$ cat config.mk
export PLATFORM = sky130hd
export DESIGN_NAME = wrapper_boundary_ctrl
export DESIGN_NICKNAME = d
export VERILOG_FILES = /design/src/rtl/wrapper_pkg.sv /design/src/rtl/wbr_cell.sv /design/src/rtl/wrapper_boundary_ctrl.sv
export SDC_FILE = /design/constraint.sdc
export NUM_CORES = 1
export LEC_CHECK = 0
export CORE_ASPECT_RATIO = 1.4
export CORE_MARGIN = 4
export CORE_UTILIZATION = 54
export CTS_CLUSTER_DIAMETER = 30
export DETAILED_ROUTE_END_ITERATION = 6
export GPL_ROUTABILITY_DRIVEN = 1
export HOLD_SLACK_MARGIN = 0.08
export PLACE_DENSITY_LB_ADDON = 0.15
export SETUP_SLACK_MARGIN = 0.5
export SYNTH_ARGS = -nofsm -noshare
export SYNTH_HDL_FRONTEND = slang
export SYNTH_SLANG_ARGS = --single-unit
$ cat constraint.sdc
create_clock -name clk -period 5 [get_ports clk]
set_input_delay 0.75 -clock clk [delete_from_list [all_inputs] [get_ports clk]]
set_output_delay 0.75 -clock clk [all_outputs]
set_load 0.02 [all_outputs]
$ cat src/rtl/wrapper_pkg.sv
// Shared definitions for the core test wrapper: instruction width, opcodes,
// and the data-register selection decode.
package wrapper_pkg;

  localparam int WIR_W = 3;

  localparam logic [WIR_W-1:0] OP_BYPASS = 3'b000;
  localparam logic [WIR_W-1:0] OP_EXTEST = 3'b001;
  localparam logic [WIR_W-1:0] OP_INTEST = 3'b010;
  localparam logic [WIR_W-1:0] OP_SAFE   = 3'b011;

  // Data register placed between wsi and wso when select_wir is low
  typedef enum logic {
    SEL_WBY = 1'b0,
    SEL_WBR = 1'b1
  } dr_sel_e;

  // EXTEST/INTEST use the boundary register; every other code, including
  // unassigned ones, behaves as BYPASS and uses the 1-bit bypass register.
  function automatic dr_sel_e decode_dr(input logic [WIR_W-1:0] instr);
    case (instr)
      OP_EXTEST, OP_INTEST: return SEL_WBR;
      default:              return SEL_WBY;
    endcase
  endfunction

endpackage

$ cat src/rtl/wbr_cell.sv
// One wrapper boundary cell: a shift stage that captures or shifts, and an
// update stage that holds the value presented to the functional path.
module wbr_cell (
  input  logic clk,
  input  logic reset,
  input  logic capture_en,
  input  logic shift_en,
  input  logic update_en,
  input  logic capture_d,
  input  logic scan_in,
  output logic shift_q,
  output logic update_q
);

  // Capture beats shift; update copies the pre-edge shift stage in parallel
  always_ff @(posedge clk) begin
    if (reset) begin
      shift_q  <= 1'b0;
      update_q <= 1'b0;
    end else begin
      if (capture_en) begin
        shift_q <= capture_d;
      end else if (shift_en) begin
        shift_q <= scan_in;
      end
      if (update_en) begin
        update_q <= shift_q;
      end
    end
  end

endmodule

$ cat src/rtl/wrapper_boundary_ctrl.sv
// Parametrised core test wrapper: WIR instruction register, 1-bit bypass
// register and an N_IN+N_OUT boundary register between pins and core.
// Chain order: wsi -> cell 0 .. cell N_IN-1 (inputs) -> cell N_IN .. N-1
// (outputs) -> wso.
module wrapper_boundary_ctrl
  import wrapper_pkg::*;
#(
  parameter int               N_IN     = 4,
  parameter int               N_OUT    = 4,
  parameter logic [N_OUT-1:0] SAFE_VAL = '0
) (
  input  logic             clk,
  input  logic             reset,
  input  logic             wsi,
  output logic             wso,
  input  logic             select_wir,
  input  logic             capture_wr,
  input  logic             shift_wr,
  input  logic             update_wr,
  input  logic [N_IN-1:0]  pi,
  output logic [N_IN-1:0]  ci_to_core,
  input  logic [N_OUT-1:0] co_from_core,
  output logic [N_OUT-1:0] po,
  output logic [WIR_W-1:0] active_instr
);

  localparam int N = N_IN + N_OUT;

  logic [WIR_W-1:0] wir_shift;
  logic             wby;
  dr_sel_e          dr_sel;
  logic             wbr_en;
  logic             wby_en;
  logic [N-1:0]     cap_d;
  logic [N-1:0]     scan_in;
  logic [N-1:0]     sh_q;
  logic [N-1:0]     up_q;

  assign dr_sel = decode_dr(active_instr);
  assign wbr_en = !select_wir && (dr_sel == SEL_WBR);
  assign wby_en = !select_wir && (dr_sel == SEL_WBY);

  // Each cell shifts from its lower neighbour; cell 0 takes wsi
  assign scan_in = {sh_q[N-2:0], wsi};

  // INTEST observes the core side of the cells, EXTEST the pin side
  assign cap_d = (active_instr == OP_INTEST) ? {co_from_core, ci_to_core}
                                             : {po, pi};

  for (genvar i = 0; i < N; i++) begin : g_cell
    wbr_cell u_cell (
      .clk        (clk),
      .reset      (reset),
      .capture_en (wbr_en && capture_wr),
      .shift_en   (wbr_en && shift_wr),
      .update_en  (wbr_en && update_wr),
      .capture_d  (cap_d[i]),
      .scan_in    (scan_in[i]),
      .shift_q    (sh_q[i]),
      .update_q   (up_q[i])
    );
  end

  // WIR: capture reads back the active instruction, update makes the shifted
  // code active from the next cycle
  always_ff @(posedge clk) begin
    if (reset) begin
      wir_shift    <= '0;
      active_instr <= OP_BYPASS;
    end else if (select_wir) begin
      if (capture_wr) begin
        wir_shift <= active_instr;
      end else if (shift_wr) begin
        wir_shift <= {wir_shift[WIR_W-2:0], wsi};
      end
      if (update_wr) begin
        active_instr <= wir_shift;
      end
    end
  end

  // WBY: capture clears it, shift gives a single-cycle wsi -> wso path
  always_ff @(posedge clk) begin
    if (reset) begin
      wby <= 1'b0;
    end else if (wby_en) begin
      if (capture_wr) begin
        wby <= 1'b0;
      end else if (shift_wr) begin
        wby <= wsi;
      end
    end
  end

  // Scan-out selects the last bit of whichever register is targeted
  always_comb begin
    wso = wby;
    if (select_wir) begin
      wso = wir_shift[WIR_W-1];
    end else if (dr_sel == SEL_WBR) begin
      wso = sh_q[N-1];
    end
  end

  // Functional path muxing by instruction; unknown codes pass through
  always_comb begin
    ci_to_core = pi;
    po         = co_from_core;
    case (active_instr)
      OP_EXTEST: po = up_q[N-1:N_IN];
      OP_INTEST: begin
        ci_to_core = up_q[N_IN-1:0];
        po         = SAFE_VAL;
      end
      OP_SAFE:   po = SAFE_VAL;
      default:   ;
    endcase
  end

endmodule

==> results.txt <==
The flow ran to the end, and the final reports show no timing, DRC or antenna violations. The total grt overflow is 0. The number of sinks on the clock net is 23.

The net switching component of the power came out at 88.9 uW. The share of the Yosys chip area taken by registers is 0.361. The final worst-path cycle share is 0.631. The die footprint came out at 3220 um2. The count of endpoints failing hold in the final timing report is 0. The highest routed metal layer is met4. The top-area cell type share of the netlist area is 0.361. STA classifies the critical path startpoint as an input port. The top-level port count came out at 27. The path class of the tightest hold or removal check is reg2reg. In this run the number of H-tree levels came out at 1. The total routing usage reported by global routing came out at 0.181.

For the worst flop-to-flop path, the logic depth is 4. The CTS clock-pin slew for the worst setup and hold paths is 0.11 ns. Across the whole layout, storage elements account for 460 um2. The port buffer count is 26.

In this run, synthesis inferred 0 flip-flops with an integrated enable. The layout cell share with drive strength beyond 1 came out at 0.0732. The finished layout holds 186 standard cells, fillers aside. After detailed routing, the average wire length per cell comes to 14.2 um.

Of the total synthesized cell area, the portion taken by AND, OR, NAND and NOR gates is 0.183. The area inside the core boundary is 2230 um2. The part of the power in registers is 0.568.

After synthesis, the mean cell area works out to 8.86 um2. STA classifies the critical path endpoint as an output pin. The setup clock skew after layout came out at 0.00868 ns. The post-synthesis instance area came out at 1280 um2. The endpoint arrival time on the critical path is 2.41 ns. The worst setup path is of the in2out kind. At the pin with the least slew margin, the transition time is 0.803 ns. After synthesis, the share of flip-flops with an asynchronous set or reset is 0. The worst slew margin relative to its limit is 0.463. The clock insertion delay at the later pin of the skew report came out at 0.30 ns. The relative contribution of the clock network to total power is 0.247. The first-pass GRT wire length is 4690 um.

The cell depth of the worst min-delay path came out at 2. For this block, wires on met1 add up to 1200 um. Dividing the detail-routed via count by the number of cells gives 5.94. Setup repair after global routing left no endpoint under its margin. The routability congestion estimate from global placement is 0.810. The total number of vias is 1104. The setup fix buffers added after clock tree synthesis came out at 0. The post-place instance area is 1510 um2.

The register bit total from synthesis came out at 23. The number of gates resized after CTS was 0. The number of different library cells used by synthesis comes to 29. The finished cells cover 1540 um2. Counting the fill cells in the layout gives 184.

The antenna diode count came out at 0. The worst endpoint required time came out at 4.25 ns. In the post-synthesis netlist, the biggest area contributors are dfxtp_1 36%, mux2i_1 9.4%, mux2_2 5.3%, nor2_1 5.0%, a211oi_1 4.1%.

The summed negative setup slack over all endpoints is 0 ns. The height of the die came out at 65.5 um. The share of total power dissipated in combinational logic is 0.184. The detailed placer's ending HPWL came out at 1960 um. The floorplan step set the die width to 49.1 um.

The starting utilization of the core area is 0.573. For this design the ratio of total power to cell area is 220 nW/um2. Among all cell types in the netlist, the one instantiated most often is dfxtp_1.

The routed design has 2650 um of wire. The buffer cell driving the clock tree root is clkbuf_4. The number of global-route vias before repair is 1071.

Overall power consumption after layout is estimated at 338 uW. TritonCTS built the clock tree. The area of combinational cells with multiple inputs is 738 um2. For this run, design rule violations remaining after detail routing come to 0. The largest net degree at the start of global routing came out at 24. The number of iterations in the first detailed-routing pass came out at 4.

The number of nets in the synthesized netlist is 159. The tool flagged a number of max-cap violations equal to 0. The post-synthesis adder-cell area fraction is 0. The met2 wire length is 1290 um. The total CTS buffers is 3. The mux cell area share after synthesis came out at 0.165. The launching instance or port of the critical path is select_wir. The final-report max-slew violation count is 0. The number of warnings issued by yosys came out at 0.

The violation count after the first detailed-route iteration is 26. The commonest cells after synthesis are 23 x dfxtp_1, 17 x nor2_1, 14 x nand2_1. IR analysis of the VDD net gives a maximum drop of 0.154 mV. The final count of negative-setup-slack endpoints came out at 0.

The area growth from synthesis to layout came out at 20.6%. The most used flip-flop cell after synthesis is dfxtp_1. The static power due to leakage is 0.576 nW. The endpoint of the worst-slack reg-to-reg timing path is g_cell[5].u_cell.update_q$_SDFFE_PP0P_. The startpoint identified for the worst register-to-register timing path is active_instr[0]$_SDFFE_PP0P_. The internal power of the cells totals 249 uW. The hold buffer count at CTS is 0.

The net switching fraction of the power came out at 0.263. The top fanout value on the critical path is 17. The share of the synthesized netlist area taken by xor and xnor gates came out at 0.0216.

The worst-case register-to-register setup slack came out at 2.96 ns. The number of cells produced by synthesis came out at 144. Following the worst setup path forward leads to its endpoint at wso. The post-synthesis compound-gate area fraction came out at 0.209. The top achievable clock speed came out at 317 MHz. The final critical-path required period came out at 3.16 ns.

Summed over all instances, the cell type with the most area after synthesis is dfxtp_1. Once placement completed, the tool counted placed cells totaling 182. In this run the deepest clock path goes through 2 buffers. The number of nets in the layout is 180. The remaining antenna violation count after routing is 0. After synthesis, the largest family of logic cells by area is compound AO/OA/AOI/OAI gates. The detailed-routed wire length on met3 is 117 um.

The number of antenna violations at the first check in global routing is 0. The floorplan has 20 rows.
==> worst max-delay path, cell delays in order <==
cell and delay (ns):
clkdlybuf4s50_1 0.84, nand2_1 0.11, o21ai_1 0.09, clkdlybuf4s50_1 0.62
==> per-stage QoR <==
step | hold slack (ns) | setup WS [ns] | util
after floorplan | 0.441 | 2.70 | -
after global placement | 0.457 | 1.89 | 0.679
after detailed placement | 0.464 | 1.85 | 0.679
after CTS | 0.485 | 1.84 | 0.691
after global routing | 0.519 | 1.72 | 0.691
final | 0.485 | 1.84 | 0.691
==> final cells by class <==
| type | count | share of cell area |
|---|---|---|
| multi-input combinational | 104 | 0.480 |
| sequential | 23 | 0.299 |
| timing repair buffer | 26 | 0.169 |
| tap | 22 | 0.0179 |
| clock buffer | 4 | 0.0171 |
| inverter | 7 | 0.0171 |
==> cells in the final DEF (no fill, tap or decap) <==
cell,n
dfxtp_1,23
o2111ai_1,4
or4_1,2
a21oi_1,4
o41ai_1,4
inv_1,7
nor4_1,1
a22oi_1,5
nor2_1,17
o31ai_1,4
clkdlybuf4s50_1,26
nor4_4,1
clkbuf_1,1
mux2i_1,12
nor3b_2,1
o21ai_1,2
o21ai_0,4
or4b_1,1
nor2b_1,6
mux2_1,2
mux2_2,6
nand2_1,14
xnor2_4,1
clkbuf_4,3
a211oi_1,7
nand3_1,3
a2bb2oi_1,3
==> logic make-up (layout without fill, tap and decap cells) <==
family                 Yosys count  after routing
buffers and inverters           17             37
AO/OA/AOI/OAI                   37             37
flip-flops                      23             23
AND/OR/NAND/NOR                 46             46
XOR/XNOR                         1              1
multiplexers                    20             20
==> metal layers <==
metal,vias up,track usage
li1,573,-
met1,506,0.215
met2,21,0.326
met3,4,0.0317
met4,0,0.0569
met5,-,0
==> power by group through the flow <==
| stage | sequential [mW] | combinational, mW | clock, mW |
|---|---|---|---|
| floorplan | 0.194 | 0.0360 | 0 |
| global route | 0.193 | 0.0681 | 0.0955 |
| detailed placement | 0.196 | 0.0620 | 0 |
| finish | 0.192 | 0.0623 | 0.0836 |
| CTS | 0.192 | 0.0626 | 0.0880 |
| global placement | 0.196 | 0.0610 | 0 |
==> worst min path at each step <==
stage / start / end
3_5_place_dp: wby$_SDFFE_PP0P_ / wby$_SDFFE_PP0P_
5_1_grt: g_cell[3].u_cell.shift_q$_SDFFE_PP0P_ / g_cell[3].u_cell.shift_q$_SDFFE_PP0P_
3_3_place_gp: wby$_SDFFE_PP0P_ / wby$_SDFFE_PP0P_
4_1_cts: g_cell[3].u_cell.shift_q$_SDFFE_PP0P_ / g_cell[3].u_cell.shift_q$_SDFFE_PP0P_
6_report: g_cell[3].u_cell.shift_q$_SDFFE_PP0P_ / g_cell[3].u_cell.shift_q$_SDFFE_PP0P_
2_1_floorplan: g_cell[3].u_cell.shift_q$_SDFFE_PP0P_ / g_cell[3].u_cell.shift_q$_SDFFE_PP0P_
==> sequential cells by signal (all words and copies together), names as in the netlist <==
signal and count:
wby 1, wir_shift 3, g_cell.u_cell.shift_q 8, active_instr 3, g_cell.u_cell.update_q 8
Note: power is estimated with default switching activity, not from simulation.
==> variant 1, RTL diff (same flow settings) <==
Put a register stage on the output `wso`, cleared by the reset. The value now appears one clock later. The other outputs are not delayed to match. Comments in the files are not updated.
--- a/src/rtl/wrapper_boundary_ctrl.sv
+++ b/src/rtl/wrapper_boundary_ctrl.sv
@@ -27,2 +27,4 @@
   localparam int N = N_IN + N_OUT;
+
+  logic wso_d;
 
@@ -96,7 +98,7 @@
   always_comb begin
-    wso = wby;
+    wso_d = wby;
     if (select_wir) begin
-      wso = wir_shift[WIR_W-1];
+      wso_d = wir_shift[WIR_W-1];
     end else if (dr_sel == SEL_WBR) begin
-      wso = sh_q[N-1];
+      wso_d = sh_q[N-1];
     end
@@ -119,2 +121,10 @@
 
+  always_ff @(posedge clk) begin
+    if (reset) begin
+      wso <= '0;
+    end else begin
+      wso <= wso_d;
+    end
+  end
+
 endmodule
Formal check against the unedited RTL: not equivalent (a bounded check fails within 4 cycles, from zero or initial values and one cycle with reset high).
==> variant 1 against the original RTL <==
Power increased by 2.3%; setup slack worse by 100 ps; wire length up 8.5%; hold slack improved by 0.78 ps; final cell count is 1.1% higher; count of clock-buffer cells in the layout is 1 lower; sequential cell count rose by 1; final area up 0.98%; area after synthesis grew 1.8%; synthesized cell count up 2.1%; largest cell class unchanged; largest power group unchanged; highest routed layer unchanged.
==> variant 1: results (changes against the original RTL) <==
[run_status]
status = completed

[setup_path]
cp-startpoint = active_instr[1]$_SDFFE_PP0P_
r2r_slack_ps = 2900  ; -60 ps
crit_end = ci_to_core[0]
r2r-end = g_cell[3].u_cell.shift_q$_SDFFE_PP0P_
path_max_fanout = 13  ; -4

[synthesis]
synth_compound_area_share_pct = 21.2  ; +0.31 points
synth.distinct_cells = 28  ; -3.4%
seq_area_frac_synth_pct = 37.0  ; +0.92 points
yosys-top-cells-count = 24 x dfxtp_1, 19 x nor2_1, 14 x nand2_1
synth_xor_area_share_pct = 2.12  ; -0.037 points
synth_mux_area_share_pct = 15.4  ; -1.1 points
synth_nets = 162  ; +1.9%
synth_area_leaders = dfxtp_1 37%, mux2i_1 8.5%, mux2_2 6.9%, nor2_1 5.5%, a211oi_1 4.0%
synth_fa_ha_area_share_pct = 0  ; unchanged
synth_area_per_cell_um2 = 8.84  ; -0.31%
synth_flop_cell = dfxtp_1
async_reset_ff_share_pct = 0  ; unchanged

[power]
switchingPower_mw = 0.0912  ; +2.6%
p_seq_share_pct = 58.0  ; +1.2 points
comb-power_mw = 0.0634  ; +2%
ir_drop_v = 0.000144  ; -6.8%
seq-power_mw = 0.201  ; +5%
leakagePower_nw = 0.579  ; +0.43%

[clock_tree]
htreeDepth = 1  ; unchanged
clk_latency_ps = 310
worst_setup_hold_path_clk_slew_ps = 120

[worst_hold_path]
min-delay-start = wby$_SDFFE_PP0P_
worst_hold_path.endpoint = wby$_SDFFE_PP0P_

[route]
routed_via_density = 6.23  ; +5.0%
wl_met2_um = 1400  ; +8.8%
wl_um = 2870  ; +8.5%
top_layer_used = met4
vias = 1172  ; +6.2%
drtIter0Drc = 35  ; +35%
met1Wirelength_um = 1250  ; +3.5%
first_pass_iters = 4  ; unchanged
wl_met3_um = 156  ; +33%

[global_routing]
grt_pass1_vias = 1111  ; +3.7%
met1_usage_pct = 22.8  ; +1.4 points
track_usage_pct = 19.1  ; +1.0 points
met3_usage_pct = 3.16  ; -0.014 points
grt_use_met2_pct = 33.9  ; +1.3 points
grt_pass1_wl_um = 4910  ; +4.7%
antenna_found_initial = 0  ; unchanged
grt_max_degree = 25  ; +4.2%

[layout]
fillers = 192  ; +4.3%
nets = 183  ; +1.7%
biggestRegsByFlops = g_cell.u_cell.shift_q: 8 flops, g_cell.u_cell.update_q: 8 flops
drive_gt1_share_pct = 7.83  ; +0.51 points

[sta]
tightest_slew_ps = 869  ; +65.6 ps
skew_ps = 5.71  ; -2.98 ps

[place]
placedCellCount = 185  ; +1.6%
gp_congestion = 0.772  ; -4.8%
hpwl_um = 2090  ; +6.8%
port_buffers = 26  ; unchanged

variant 1: cell families (layout without fill, tap and decap cells):
logic type / count (synthesis) / in the layout
simple gates: 47 / 47
compound gates: 38 / 38
flops: 24 / 24
mux: 19 / 19
buf+inv: 18 / 37
xor+xnor: 1 / 1
variant 1: cell type report:
type | count | share of cell area (%)
multi-input combinational | 105 | 47.2
sequential | 24 | 30.9
timing repair buffer | 26 | 16.7
inverter | 8 | 1.93
tap | 22 | 1.77
clock buffer | 3 | 1.45
variant 1: worst max-delay path, cell delays in order (launching register included):
cell             delay, ps
dfxtp_1                670
nor3b_1                560
mux2_2                 420
clkdlybuf4s50_1        540
variant 1: through the flow:
step           hold WS [ps]  setup slack, ps  cell area (um^2)
2_1_floorplan           445             2710              1300
3_3_place_gp            459             2090              1530
3_5_place_dp            473             2090              1530
4_1_cts                 491             1720              1550
5_1_grt                 525             1550              1550
6_report                486             1740              1550
==> variant 2, RTL diff (config.mk and constraints unchanged) <==
Made on the original files. Set the package constant `WIR_W` to 6 (it was 3).
--- a/src/rtl/wrapper_pkg.sv
+++ b/src/rtl/wrapper_pkg.sv
@@ -4,3 +4,3 @@
 
-  localparam int WIR_W = 3;
+  localparam int WIR_W = 6;
 
Ports: changed (resized active_instr); port bits go from 27 to 30. No check against the original RTL was run, so the function may have changed too.
==> variant 2 against the original RTL <==
Clock skew rose by 10 ps; wire length is 35% higher; power rose by 46%; area after synthesis grew 22%; final area up 24%; sequential cell count up 6; setup slack worse by 150 ps; core utilization increased by 1.7 points; largest power group unchanged.
==> variant 2: results (changes against the original RTL) <==
[global_routing]
grt_pass1_wl_um = 6070  ; +29%
grt_max_degree = 32  ; +33%
track_usage_pct = 20.8  ; +2.7 points
grt_pass1_vias = 1321  ; +23%

[setup_path]
path_max_fanout = 22  ; +5
cp-startpoint = active_instr[0]$_SDFFE_PP0P_
cp_top_family = XOR/XNOR gates
r2r_slack_ps = 2790  ; -170 ps
cpMaxStageDelayCell = xnor2_1
cp.arrival_ps = 2550  ; +140 ps
r2r-end = g_cell[2].u_cell.update_q$_SDFFE_PP0P_
critPathMaxStageDelay_ps = 650  ; -190 ps

[sta]
finalCritPeriodShare_pct = 66.0  ; +2.9 points
hold_ws_ps = 487  ; +1.64 ps
tightest_slew_ps = 1140  ; +341 ps
skew_ps = 18.7  ; +10.0 ps

[worst_hold_path]
min-delay-start = wir_shift[4]$_SDFFE_PP0P_
worst_hold_path.endpoint = active_instr[4]$_SDFFE_PP0P_

[layout]
diodes = 0  ; unchanged
nets = 220  ; +22%
buf_share_pct = 15.6  ; -1.3 points
drive_gt1_share_pct = 8.74  ; +1.4 points
final-clk-cell-share_pct = 3.67  ; +2.0 points
fillers = 246  ; +34%
inverters = 3  ; -4
sh_seq_area_pct = 30.4  ; +0.47 points
multi_input_cells = 136  ; +31%
fin_area_mm2 = 0.00191  ; +24%
finalNonFillerCells = 242  ; +30%
clock_buffers = 7  ; +3

[place]
placed_area_mm2 = 0.00184  ; +22%
gp_congestion = 0.818  ; +0.96%
placedCellCount = 234  ; +29%
port_buffers = 29  ; +12%
hpwl_um = 2570  ; +31%

[power]
seq-power_mw = 0.245  ; +28%
ir_drop_v = 0.000179  ; +17%
leakagePower_nw = 0.755  ; +31%
p_sw_share_pct = 27.4  ; +1.1 points
power.internal_mw = 0.359  ; +44%
clkPwrFrac_pct = 33.1  ; +8.4 points

[clock_tree]
cts_buffers = 5  ; +2
clk_latency_ps = 330  ; +30 ps
htreeDepth = 2  ; +1

[synthesis]
seq_area_frac_synth_pct = 37.2  ; +1.2 points
synth.distinct_cells = 40  ; +38%
synth_area_leaders = dfxtp_1 37%, mux2i_1 11%, a211oi_1 5.3%, a21oi_1 4.8%, nor2_1 4.8%
synth_nets = 197  ; +24%
synth_area_per_cell_um2 = 8.57  ; -3.3%
ys_ff_latch = 29  ; +26%
yosys-top-cells-count = 29 x dfxtp_1, 20 x nor2_1, 17 x mux2i_1

[route]
routedWlPerCell_um = 14.7  ; +3.5%
vias = 1401  ; +27%
drtIter0Drc = 38  ; +46%
first_pass_iters = 4  ; unchanged

[run_status]
status = completed

[floorplan]
core_area_mm2 = 0.00270  ; +21%

==> variant 2: changes by cell type in the layout (fill, tap and decap cells not counted), moves of 5 or more <==
| cell | delta |
|---|---|
| mux2i_1 | +5 |
| dfxtp_1 | +6 |
| nand3_1 | +5 |
| a22oi_1 | -5 |
| mux2_2 | -5 |
| o21ai_1 | +6 |
| a21oi_1 | +11 |
==> variant 2: cell families after synthesis <==
group | synth area share, %
simple gates | 23.2
compound gates | 22.2
flops | 37.2
mux | 11.6
buf+inv | 4.65
xor+xnor | 1.12
==> variant 2: metal layers <==
layer | up-vias | GRT usage [%] | routed length, um
li1 | 702 | - | -
met1 | 661 | 24.8 | 1560
met2 | 36 | 34.9 | 1820
met3 | 2 | 6.44 | 161
met4 | 0 | 5.97 | 20
met5 | - | 0 | 0
